## src/rtl/imem_boot_loader_if.sv

```systemverilog
// ============================================================================
// imem_boot_loader_if : byte-stream and instruction-memory write bundle
// Revision: 1.0
// ============================================================================
`default_nettype none

interface imem_boot_loader_if #(
   parameter int ADDR_W = 8
);
   logic [7:0]        s_data;
   logic              s_valid;
   logic              s_ready;
   logic              imem_we;
   logic [ADDR_W-1:0] imem_addr;
   logic [31:0]       imem_wdata;

   // master: byte source and memory sink; slave: the loader itself
   modport master (
      output s_data, s_valid,
      input  s_ready, imem_we, imem_addr, imem_wdata
   );
   modport slave (
      input  s_data, s_valid,
      output s_ready, imem_we, imem_addr, imem_wdata
   );
endinterface

`default_nettype wire

```

## src/rtl/imem_boot_loader.sv

```systemverilog
// ============================================================================
// imem_boot_loader : loads a length/data/checksum byte frame into imem
// Revision: 1.0
// ============================================================================
`default_nettype none

module imem_boot_loader #(
   parameter int ADDR_W    = 8,
   parameter int MAX_WORDS = 256
) (
   input  wire logic             clk,
   input  wire logic             rst,
   input  wire logic             start,
   imem_boot_loader_if.slave     bus,
   output logic                  core_rst,
   output logic                  busy,
   output logic                  done,
   output logic                  err
);

   localparam logic [2:0] S_IDLE  = 3'd0;
   localparam logic [2:0] S_LEN0  = 3'd1;
   localparam logic [2:0] S_LEN1  = 3'd2;
   localparam logic [2:0] S_DATA  = 3'd3;
   localparam logic [2:0] S_WRITE = 3'd4;
   localparam logic [2:0] S_CSUM  = 3'd5;
   localparam logic [2:0] S_DONE  = 3'd6;
   localparam logic [2:0] S_ERR   = 3'd7;

   localparam logic [16:0] C_MAX_WORDS = 17'(MAX_WORDS);

   logic [2:0]      state_q, state_d;
   logic [15:0]     len_q, len_d;
   logic [ADDR_W:0] widx_q, widx_d;
   logic [1:0]      bcnt_q, bcnt_d;
   logic [31:0]     word_q, word_d;
   logic [7:0]      csum_q, csum_d;

   logic            w_ready;
   logic            w_accept;
   logic [15:0]     w_len_new;
   logic [ADDR_W:0] w_widx_inc;

   always_comb begin
      w_ready = (state_q == S_LEN0) || (state_q == S_LEN1) ||
                (state_q == S_DATA) || (state_q == S_CSUM);
   end

   assign w_accept   = w_ready && bus.s_valid;
   assign w_len_new  = {bus.s_data, len_q[7:0]};
   assign w_widx_inc = widx_q + 1'b1;

   always_comb begin
      state_d = state_q;
      len_d   = len_q;
      widx_d  = widx_q;
      bcnt_d  = bcnt_q;
      word_d  = word_q;
      csum_d  = csum_q;
      if (w_accept) begin
         csum_d = csum_q + bus.s_data;
      end
      case (state_q)
         S_IDLE, S_DONE, S_ERR: begin
            if (start) begin
               state_d = S_LEN0;
               csum_d  = '0;
            end
         end
         S_LEN0: begin
            if (w_accept) begin
               len_d[7:0] = bus.s_data;
               state_d    = S_LEN1;
            end
         end
         S_LEN1: begin
            if (w_accept) begin
               len_d[15:8] = bus.s_data;
               if ((w_len_new == 16'd0) || ({1'b0, w_len_new} > C_MAX_WORDS)) begin
                  state_d = S_ERR;
               end else begin
                  state_d = S_DATA;
                  widx_d  = '0;
                  bcnt_d  = '0;
               end
            end
         end
         S_DATA: begin
            if (w_accept) begin
               word_d[{bcnt_q, 3'b000} +: 8] = bus.s_data;
               bcnt_d = bcnt_q + 2'd1;
               if (bcnt_q == 2'd3) begin
                  state_d = S_WRITE;
               end
            end
         end
         S_WRITE: begin
            widx_d = w_widx_inc;
            // index is one bit wider than the address so N == 2**ADDR_W ends cleanly
            if (32'(w_widx_inc) == 32'(len_q)) begin
               state_d = S_CSUM;
            end else begin
               state_d = S_DATA;
            end
         end
         S_CSUM: begin
            if (w_accept) begin
               state_d = (bus.s_data == csum_q) ? S_DONE : S_ERR;
            end
         end
         default: state_d = S_IDLE;
      endcase
   end

   always_ff @(posedge clk or negedge rst) begin
      if (!rst) begin
         state_q <= S_IDLE;
         len_q   <= '0;
         widx_q  <= '0;
         bcnt_q  <= '0;
         word_q  <= '0;
         csum_q  <= '0;
      end else begin
         state_q <= state_d;
         len_q   <= len_d;
         widx_q  <= widx_d;
         bcnt_q  <= bcnt_d;
         word_q  <= word_d;
         csum_q  <= csum_d;
      end
   end

   // every output is a pure decode of the state register
   assign bus.s_ready    = w_ready;
   assign bus.imem_we    = (state_q == S_WRITE);
   assign bus.imem_addr  = (state_q == S_WRITE) ? widx_q[ADDR_W-1:0] : '0;
   assign bus.imem_wdata = (state_q == S_WRITE) ? word_q : '0;
   assign core_rst       = (state_q == S_DONE);
   assign done           = (state_q == S_DONE);
   assign err            = (state_q == S_ERR);
   assign busy           = w_ready || (state_q == S_WRITE);

endmodule

`default_nettype wire

```

## src/flat_wrapper.sv

```systemverilog
// flat-port wrapper written by rule: the top's interface ports become plain ports
module imem_boot_loader_flat 
#(
   parameter int ADDR_W    = 8,
   parameter int MAX_WORDS = 256
)
  (clk, rst, start, core_rst, busy, done, err, bus_s_data, bus_s_valid, bus_s_ready, bus_imem_we, bus_imem_addr, bus_imem_wdata);
  imem_boot_loader_if #(.ADDR_W(ADDR_W)) bus_i ();
  input  wire logic clk;
  input  wire logic rst;
  input  wire logic start;
  output logic core_rst;
  output logic busy;
  output logic done;
  output logic err;
  input wire logic [$bits(bus_i.s_data)-1:0] bus_s_data;
  input wire logic [$bits(bus_i.s_valid)-1:0] bus_s_valid;
  output wire logic [$bits(bus_i.s_ready)-1:0] bus_s_ready;
  output wire logic [$bits(bus_i.imem_we)-1:0] bus_imem_we;
  output wire logic [$bits(bus_i.imem_addr)-1:0] bus_imem_addr;
  output wire logic [$bits(bus_i.imem_wdata)-1:0] bus_imem_wdata;
  assign bus_i.s_data = bus_s_data;
  assign bus_i.s_valid = bus_s_valid;
  assign bus_s_ready = bus_i.s_ready;
  assign bus_imem_we = bus_i.imem_we;
  assign bus_imem_addr = bus_i.imem_addr;
  assign bus_imem_wdata = bus_i.imem_wdata;
  imem_boot_loader #(.ADDR_W(ADDR_W), .MAX_WORDS(MAX_WORDS)) u_core (.clk(clk), .rst(rst), .start(start), .bus(bus_i), .core_rst(core_rst), .busy(busy), .done(done), .err(err));
endmodule
```

## config.mk

```make
export PLATFORM = sky130hd
export DESIGN_NAME = imem_boot_loader_flat
export DESIGN_NICKNAME = d
export VERILOG_FILES = /design/src/rtl/imem_boot_loader_if.sv /design/src/rtl/imem_boot_loader.sv /design/src/flat_wrapper.sv
export SDC_FILE = /design/constraint.sdc
export NUM_CORES = 1
export LEC_CHECK = 0
export CORE_ASPECT_RATIO = 0.6
export CORE_MARGIN = 2
export CORE_UTILIZATION = 50
export DETAILED_ROUTE_END_ITERATION = 10
export PLACE_DENSITY = 0.74
export SLEW_MARGIN = 10
export SYNTH_ARGS = -nofsm -noshare
export SYNTH_HDL_FRONTEND = slang
export SYNTH_SLANG_ARGS = --single-unit
```

## constraint.sdc

```tcl
create_clock -name clk -period 3.36 [get_ports clk]
set_input_delay 0.672 -clock clk [delete_from_list [all_inputs] [get_ports clk]]
set_output_delay 0.672 -clock clk [all_outputs]
set_load 0.005 [all_outputs]
```

==> results.cfg, run 1 <==
[outcome]
outcome = complete, no violations

[yosys]
synth_cell_types = 58
syn-num-nets = 466
synth_ff_type = dfrtp_1
netlist_top_cells_area = dfrtp_1, nand2_1, and3_1
yosysTopAreaCell = dfrtp_1
yosysMostFrequentCell = nand2_1
syn_inst = 439
syn_area_per_cell_um2 = 9.19
synth-seq-cells = 70
syn_area_mm2 = 0.00404
ys_async_sr_fraction = 1.00
synthTopCellsByCount = nand2_1, dfrtp_1, and3_1
seq_area_frac_synth = 0.434
yosys_warnings = 0
yosysTopAreaCellShare = 0.434
synth_edf_count = 0

[drt]
drtIter0Drc = 229
remaining_drc_errors = 0
via_per_inst = 5.64
drt-total-wl_mm = 10.3
drtPass1Iterations = 5
wl_met1_mm = 5.18
dr.max_layer_used = met4
ant_nets = 0
wl_met3_um = 698
wl_met2_mm = 4.29
wl_per_cell_um = 16.8
vias = 3442

[floorplan]
rows = 25
ios = 58
die-area_mm2 = 0.00883
start_util = 0.514
core-area_mm2 = 0.00785
fp.dieH_um = 73.6
die_w_um = 120

[global_route]
grt_max_degree = 43
antenna_found_initial = 0
grtUsageTotal = 0.253
grt_first_pass_wirelength_mm = 16.9
overflow = 0
first_global_vias = 3252

[power]
power.total_mw = 4.15
internal_power_mw = 2.53
p_clk_frac = 0.228
peakVddDrop_mv = 0.525
powerDensity_mw_per_mm2 = 823
p_leak_nw = 2.24
seqPwrFrac = 0.365
pwr-share-comb = 0.407
switchingPower_mw = 1.62
switching_share = 0.391

[cts]
cts_hold_buf = 0
clk_pin_slew_ns = 0.06
cts_resized = 0
cts_htree_levels = 3
cts_tree = built
cts_buffers = 9
post-cts-setup-buffers = 0
cts_sinks = 70
cts.path.max_buffers = 2
clockRootBuffer = clkbuf_16
clk_latency_ns = 0.34

[timing]
max_freq_mhz = 328
fin_crit_sh = 0.908
slew_headroom = 0.398
fin_crit_ns = 3.05
layout_setup_ws_ns = 0.310
hold_viol = 0
worstMarginPinSlew_ns = 0.902
rsz0062_at_grt = no
totalNegativeSetupSlack_ns = 0
setup_violations = 0
finClkSkew_ns = 0.00514
drv_slew = 0
hold_ws_ns = 0.356

[layout]
fin_nets = 524
diodes = 0
area_growth_pct = 24.9
final_util = 0.642
drive_above_1_share = 0.127
stdcell_area_mm2 = 0.00504
finalNonFillerCells = 610

[critical_path]
path_buf_inv = 3
critPathLaunchType = register
crit_chain = nor2b_2 > buf_4 > nand2_1 > inv_1 > clkdlybuf4s50_1
worstPathRequired_ns = 2.69
critPathMaxFanout = 42
critPathKind = register to output pin
slowest_stage = dfrtp_1
slowest_delay_ns = 0.58
cp_top_family = buffers and inverters
cp.arrival_ns = 2.38
end_kind = output pin

[placement]
dp.cells = 594
place.gp.congestion = 0.892
dpl.hpwl_mm = 7.35
placedInstanceArea_mm2 = 0.00474
io_buffers = 57
dp_slack_ns = 0.453

[run]
cap_viol_max_count = 0

[min_path]
hp-class = primary input to async pin
-- sequential cells by signal, summed over array words and instances (netlist names) --
name / count
u_core.csum_q: 8
u_core.widx_q: 9
u_core.len_q: 16
u_core.bcnt_q: 2
u_core.word_q: 32
u_core.state_q: 3
-- final timing paths --
path | start | end | slack [ns] | depth (start not counted)
max in group asynchronous | rst | u_core.csum_q[7]$_DFF_PN0_ | 2.23 | 2
max | u_core.state_q[2]$_DFFE_PN0P_ | bus_imem_we | 0.31 | 5
min | rst | u_core.word_q[22]$_DFFE_PN0P_ | 0.36 | 1
min in group clk | u_core.word_q[30]$_DFFE_PN0P_ | u_core.word_q[30]$_DFFE_PN0P_ | 0.47 | 2
max reg2reg | u_core.widx_q[3]$_DFFE_PN0P_ | u_core.state_q[1]$_DFFE_PN0P_ | 1.14 | 5
min reg2reg | u_core.word_q[30]$_DFFE_PN0P_ | u_core.word_q[30]$_DFFE_PN0P_ | 0.47 | 2
-- power by group through the flow --
stage | sequential [mW] | clock [mW] | combinational, mW
5_1_grt | 1.56 | 1.01 | 1.90
2_1_floorplan | 1.38 | 0 | 1.30
3_3_place_gp | 1.51 | 0 | 1.60
3_5_place_dp | 1.52 | 0 | 1.67
4_1_cts | 1.51 | 0.969 | 1.68
6_report | 1.52 | 0.947 | 1.69
-- cell type report --
| class | count | area (µm²) |
|---|---|---|
| multi-input cells | 336 | 2150 |
| inverters | 9 | 33.8 |
| well taps | 108 | 135 |
| flip-flops and latches | 70 | 1750 |
| clock inverters | 7 | 72.6 |
| clock buffers | 9 | 225 |
| repair buffers | 71 | 671 |
| fillers | 662 | 2810 |
-- logic make-up after synthesis --
family	share of synthesized area
AND/OR/NAND/NOR	0.257
multiplexers	0.0620
adder cells (fa/ha/maj)	0.0484
AO/OA/AOI/OAI	0.133
flip-flops	0.434
XOR/XNOR	0.0326
buffers and inverters	0.0332
-- cell usage in the layout, fill, tap and decap left out, types with 4 or more instances in the layout --
cell type / count
nand2_1: 78
dfrtp_1: 70
clkdlybuf4s50_1: 56
and3_1: 43
o21ai_0: 40
nor2_1: 18
mux2_2: 16
a21oi_1: 14
ha_1: 14
buf_4: 14
nor3_1: 11
xnor2_1: 9
clkbuf_16: 9
inv_1: 8
nand3_1: 8
mux2i_1: 7
nor2b_1: 6
xor2_1: 6
a31oi_1: 5
nand4_1: 4
nor3b_1: 4
nor4_1: 4
-- routing by layer --
metal / global-route usage / vias up
li1: - / 1677
met1: 0.386 / 1631
met2: 0.360 / 125
met3: 0.0613 / 9
met4: 0.0667 / 0
met5: 0 / -
(Power assumes the default switching activity.)
==> run 2, diff against run 1 <==
Settings changed: CORE_ASPECT_RATIO 0.6 to 1.4.
==> run 2 against run 1 <==
Compared with the run above: clock skew is 0.0038 ns higher; cell count is 1.3% lower; sequential share of layout area is 0.84 points higher; register-to-register slack better by 0.03 ns; worst hold slack worse by 0.099 ns; total power is 7.8% lower; combinational power hardly changed; critical endpoint is now bus_imem_wdata[4]; highest routed layer unchanged.
==> results.cfg, run 2 (same netlist as run 1, synthesis figures left out) <==
[global_route]
grt_max_degree = 32
overflow = 0
grtUsageTotal = 0.228
first_global_vias = 3180
grt_first_pass_wirelength_mm = 15.4
antenna_found_initial = 0

[layout]
final_cell_mix = nand2_1, dfrtp_1, clkdlybuf4s50_1
drive_above_1_share = 0.125
diodes = 0
final_common_cell = nand2_1
area_growth_pct = 22.0
largest_reg_flops = 32
fin_nets = 524
finalNonFillerCells = 602
top_register = u_core.word_q
top_regs = u_core.word_q: 32 flops, u_core.len_q: 16 flops, u_core.widx_q: 9 flops

[critical_path]
worst_r2r_endpoint = u_core.word_q[27]$_DFFE_PN0P_
path_buf_inv = 2
crit_chain = nor2b_2 > buf_4 > and3_1 > clkdlybuf4s50_1
critPathKind = register to output pin
worstPathRequired_ns = 2.69
timing.rr.start = u_core.bcnt_q[0]$_DFFE_PN0P_
worst-r2r-cell-count = 5
cp_top_family = buffers and inverters
worst-r2r-setup-slack_ns = 1.17
slowest_stage = dfrtp_1
cp.arrival_ns = 2.40
slowest_delay_ns = 0.54
critPathLaunchType = register
end_kind = output pin
critPathMaxFanout = 31

[timing]
slew_headroom = 0.365
layout_setup_ws_ns = 0.290
fin_crit_sh = 0.914
finClkSkew_ns = 0.00891
fin_crit_ns = 3.07
setup_violations = 0
max_freq_mhz = 326
hold_viol = 0
totalNegativeSetupSlack_ns = 0
worstMarginPinSlew_ns = 0.945
drv_slew = 0
rsz0062_at_grt = no

[floorplan]
core-area_mm2 = 0.00780
ios = 58
rows = 38
start_util = 0.517
die-area_mm2 = 0.00882
fp.dieH_um = 110
die_w_um = 79.9

[drt]
wl_per_cell_um = 15.6
drt-total-wl_mm = 9.37
remaining_drc_errors = 0
via_per_inst = 5.64
drtPass1Iterations = 4
drtIter0Drc = 154
vias = 3394
ant_nets = 0

[power]
p_leak_nw = 2.20
powerDensity_mw_per_mm2 = 778
peakVddDrop_mv = 0.518

[placement]
dp_slack_ns = 0.498
dp.cells = 586
place.gp.congestion = 0.911
dpl.hpwl_mm = 6.77
io_buffers = 57

[min_path]
hp-class = primary input to async pin

[cts]
post-cts-setup-buffers = 0
clk_pin_slew_ns = 0.08
cts_sinks = 70
clockRootBuffer = clkbuf_8
cts_buffers = 9
cts.path.max_buffers = 2
cts_hold_buf = 0
clk_latency_ns = 0.35
cts_tree = built
cts_htree_levels = 3
cts_resized = 0

[outcome]
outcome = complete, no violations

[run]
cap_viol_max_count = 0
==> run 2: changes by cell type in the layout (fill, tap and decap cells not counted) <==
cell        before  now
clkbuf_1         0    1
clkbuf_16        9    0
clkbuf_8         0    9
clkinv_2         2    3
clkinvlp_4       2    1
inv_6            2    1
==> run 2: stage by stage <==
stage          power, mW  utilization  hold WS (ns)  cell area (µm²)
3_3_place_gp        3.10        0.607         0.453             4730
4_1_cts             3.84        0.631         0.251             4920
6_report            3.83        0.631         0.256             4920
2_1_floorplan       2.67            -         0.376             4040
3_5_place_dp        3.16        0.607         0.463             4730
5_1_grt             4.14        0.631         0.271             4920
==> run 2: cell type report <==
class	instances	area, µm²
Clock buffer	10	128
Tap cell	100	125
Timing Repair Buffer	71	671
Sequential cell	70	1750
Clock inverter	6	61.3
Inverter	9	33.8
Fill cell	681	2880
Multi-Input combinational cell	336	2150
==> run 2: worst max path at each step <==
stage,startpoint,end,slack (ns),cells past startpoint
floorplan,bus_s_data[2],u_core.widx_q[1]$_DFFE_PN0P_,1.27,5
global placement,bus_s_data[6],u_core.widx_q[1]$_DFFE_PN0P_,0.55,6
detailed placement,bus_s_data[3],u_core.widx_q[1]$_DFFE_PN0P_,0.50,6
CTS,u_core.state_q[1]$_DFFE_PN0P_,bus_imem_wdata[5],0.28,4
global route,u_core.state_q[1]$_DFFE_PN0P_,bus_imem_wdata[7],0.12,4
finish,u_core.state_q[1]$_DFFE_PN0P_,bus_imem_wdata[4],0.29,4
==> run 2: per-layer routing <==
metal | wire, µm | vias to the layer above | GRT usage
li1 | - | 1668 | -
met1 | 4220 | 1626 | 0.299
met2 | 4600 | 81 | 0.371
met4 | 220 | 0 | 0.0969
met3 | 332 | 19 | 0.0423
met5 | 0 | - | 0
==> run 2: worst register-to-register path, delay by kind of cell, from the launching register on <==
family / cells / cell delay (ns)
buffers and inverters: 1 / 0.15
and+or+nand+nor: 2 / 0.95
adders and majority gates: 1 / 0.38
AOI/OAI and AO/OA: 1 / 0.17
DFF: 1 / 0.47
==> run 2: power breakdown <==
group	total, mW	leakage, nW	switching (mW)	internal [mW]
sequential	1.49	0.902	0.297	1.19
combinational	1.67	1.20	0.908	0.762
clock	0.671	0.0964	0.330	0.342
==> run 3, diff against run 2 <==
Settings changed: GPL_TIMING_DRIVEN set to 0, PLACE_DENSITY 0.74 to 0.8.
==> run 3 against run 2 <==
Compared with the run above: via count rose by 2.9%; sequential share of layout area is 0.22 points lower; clock power is 11% higher; highest routed layer unchanged.
==> results.cfg, run 3 (same netlist as run 1, synthesis figures left out) <==
[outcome]
outcome = complete, no violations

[layout]
stdcell_area_mm2 = 0.00495
drive_above_1_share = 0.112
top_regs = u_core.word_q: 32 flops, u_core.len_q: 16 flops, u_core.widx_q: 9 flops
largest_reg_flops = 32
final_cell_mix = nand2_1, dfrtp_1, clkdlybuf4s50_1
final_util = 0.635
fin_nets = 534
top_register = u_core.word_q
fillers = 645
area_growth_pct = 22.7
final_common_cell = nand2_1
finalNonFillerCells = 611
diodes = 0

[cts]
clk_pin_slew_ns = 0.07
cts_hold_buf = 0
cts_tree = built
clockRootBuffer = clkbuf_8
clk_latency_ns = 0.36
cts_sinks = 70
cts.path.max_buffers = 2
cts_buffers = 9
cts_htree_levels = 3

[critical_path]
critPathLaunchType = register
critPathLaunch = u_core.state_q[2]$_DFFE_PN0P_
critPathKind = register to output pin
slowest_stage = clkdlybuf4s50_1
cp.arrival_ns = 2.52
timing.rr.start = u_core.bcnt_q[0]$_DFFE_PN0P_
crit_chain = nor2b_2 > clkbuf_1 > clkbuf_2 > and3_1 > clkdlybuf4s50_1
cp_top_family = buffers and inverters
slowest_delay_ns = 0.50
end_kind = output pin
path_buf_inv = 3
critPathMaxFanout = 10
worstPathRequired_ns = 2.69

[floorplan]
fp.dieH_um = 110
die_w_um = 79.9
ios = 58
core-area_mm2 = 0.00780
die-area_mm2 = 0.00882
start_util = 0.517
rows = 38

[power]
peakVddDrop_mv = 0.478
p_leak_nw = 2.20
power.total_mw = 3.94
powerDensity_mw_per_mm2 = 796

[drt]
drtPass1Iterations = 5
drt-total-wl_mm = 9.90
remaining_drc_errors = 0
vias = 3494
drtIter0Drc = 258
via_per_inst = 5.72
wl_per_cell_um = 16.2
ant_nets = 0

[timing]
rsz0062_at_grt = no
layout_setup_ws_ns = 0.169
max_freq_mhz = 313
drv_slew = 0
totalNegativeSetupSlack_ns = 0
fin_crit_ns = 3.19
setup_violations = 0
slew_headroom = 0.398
worstMarginPinSlew_ns = 0.901
hold_ws_ns = 0.259
hold_viol = 0
fin_crit_sh = 0.950
finClkSkew_ns = 0.00789

[placement]
dpl.hpwl_mm = 7.23
placedInstanceArea_mm2 = 0.00474
io_buffers = 56
dp.cells = 596
place.gp.congestion = 0.905
dp_slack_ns = 0.305

[global_route]
overflow = 0
grt_use_met1 = 0.292
grt_max_degree = 37
top_usage_layer = met2
met3_usage = 0.0521
grtUsageTotal = 0.244
grt_first_pass_wirelength_mm = 16.6
met2_usage = 0.427
first_global_vias = 3423
antenna_found_initial = 0

[min_path]
hp-class = primary input to async pin

[run]
cap_viol_max_count = 0
[run 3: cell types whose count changed in the layout (fill, tap and decap cells not counted), sizes merged]
cell | before | now
clkbuf | 10 | 28
bufinv | 1 | 2
buf | 15 | 7
clkinv | 4 | 3
clkdlybuf4s50 | 56 | 55
[run 3: worst paths after layout]
path	endpoint	slack, ns	cells past startpoint
max in group asynchronous	u_core.word_q[29]$_DFFE_PN0P_	2.54	2
min reg2reg	u_core.word_q[8]$_DFFE_PN0P_	0.47	2
max	bus_imem_wdata[29]	0.17	5
min	u_core.csum_q[0]$_DFF_PN0_	0.26	1
min in group clk	u_core.word_q[8]$_DFFE_PN0P_	0.47	2
max reg2reg	u_core.word_q[4]$_DFFE_PN0P_	1.20	5
[run 3: area by class of cell]
class	count	area, µm²	area share
timing repair buffer	57	578	0.117
tap	100	125	0.0253
inverter	9	33.8	0.00682
multi-input combinational	336	2150	0.435
clock buffer	9	124	0.0250
clock inverter	6	86.3	0.0174
sequential	70	1750	0.354
buffer	24	101	0.0205
[run 3: where the power goes]
part,switching (mW),total (mW),internal [mW]
Sequential,0.255,1.44,1.19
Combinational,0.982,1.75,0.767
Clock,0.333,0.747,0.414
[run 3: timing repair]
action	CTS	global route
buffers inserted	0	0
hold endpoints to repair	0	0
setup endpoints to repair	10	10
gates resized for setup	1	2
[run 3: metal layers]
metal | share of wire | wire length, µm
met1 | 0.41 | 4070
met2 | 0.51 | 5090
met3 | 0.048 | 475
met4 | 0.027 | 269
met5 | 0 | 0
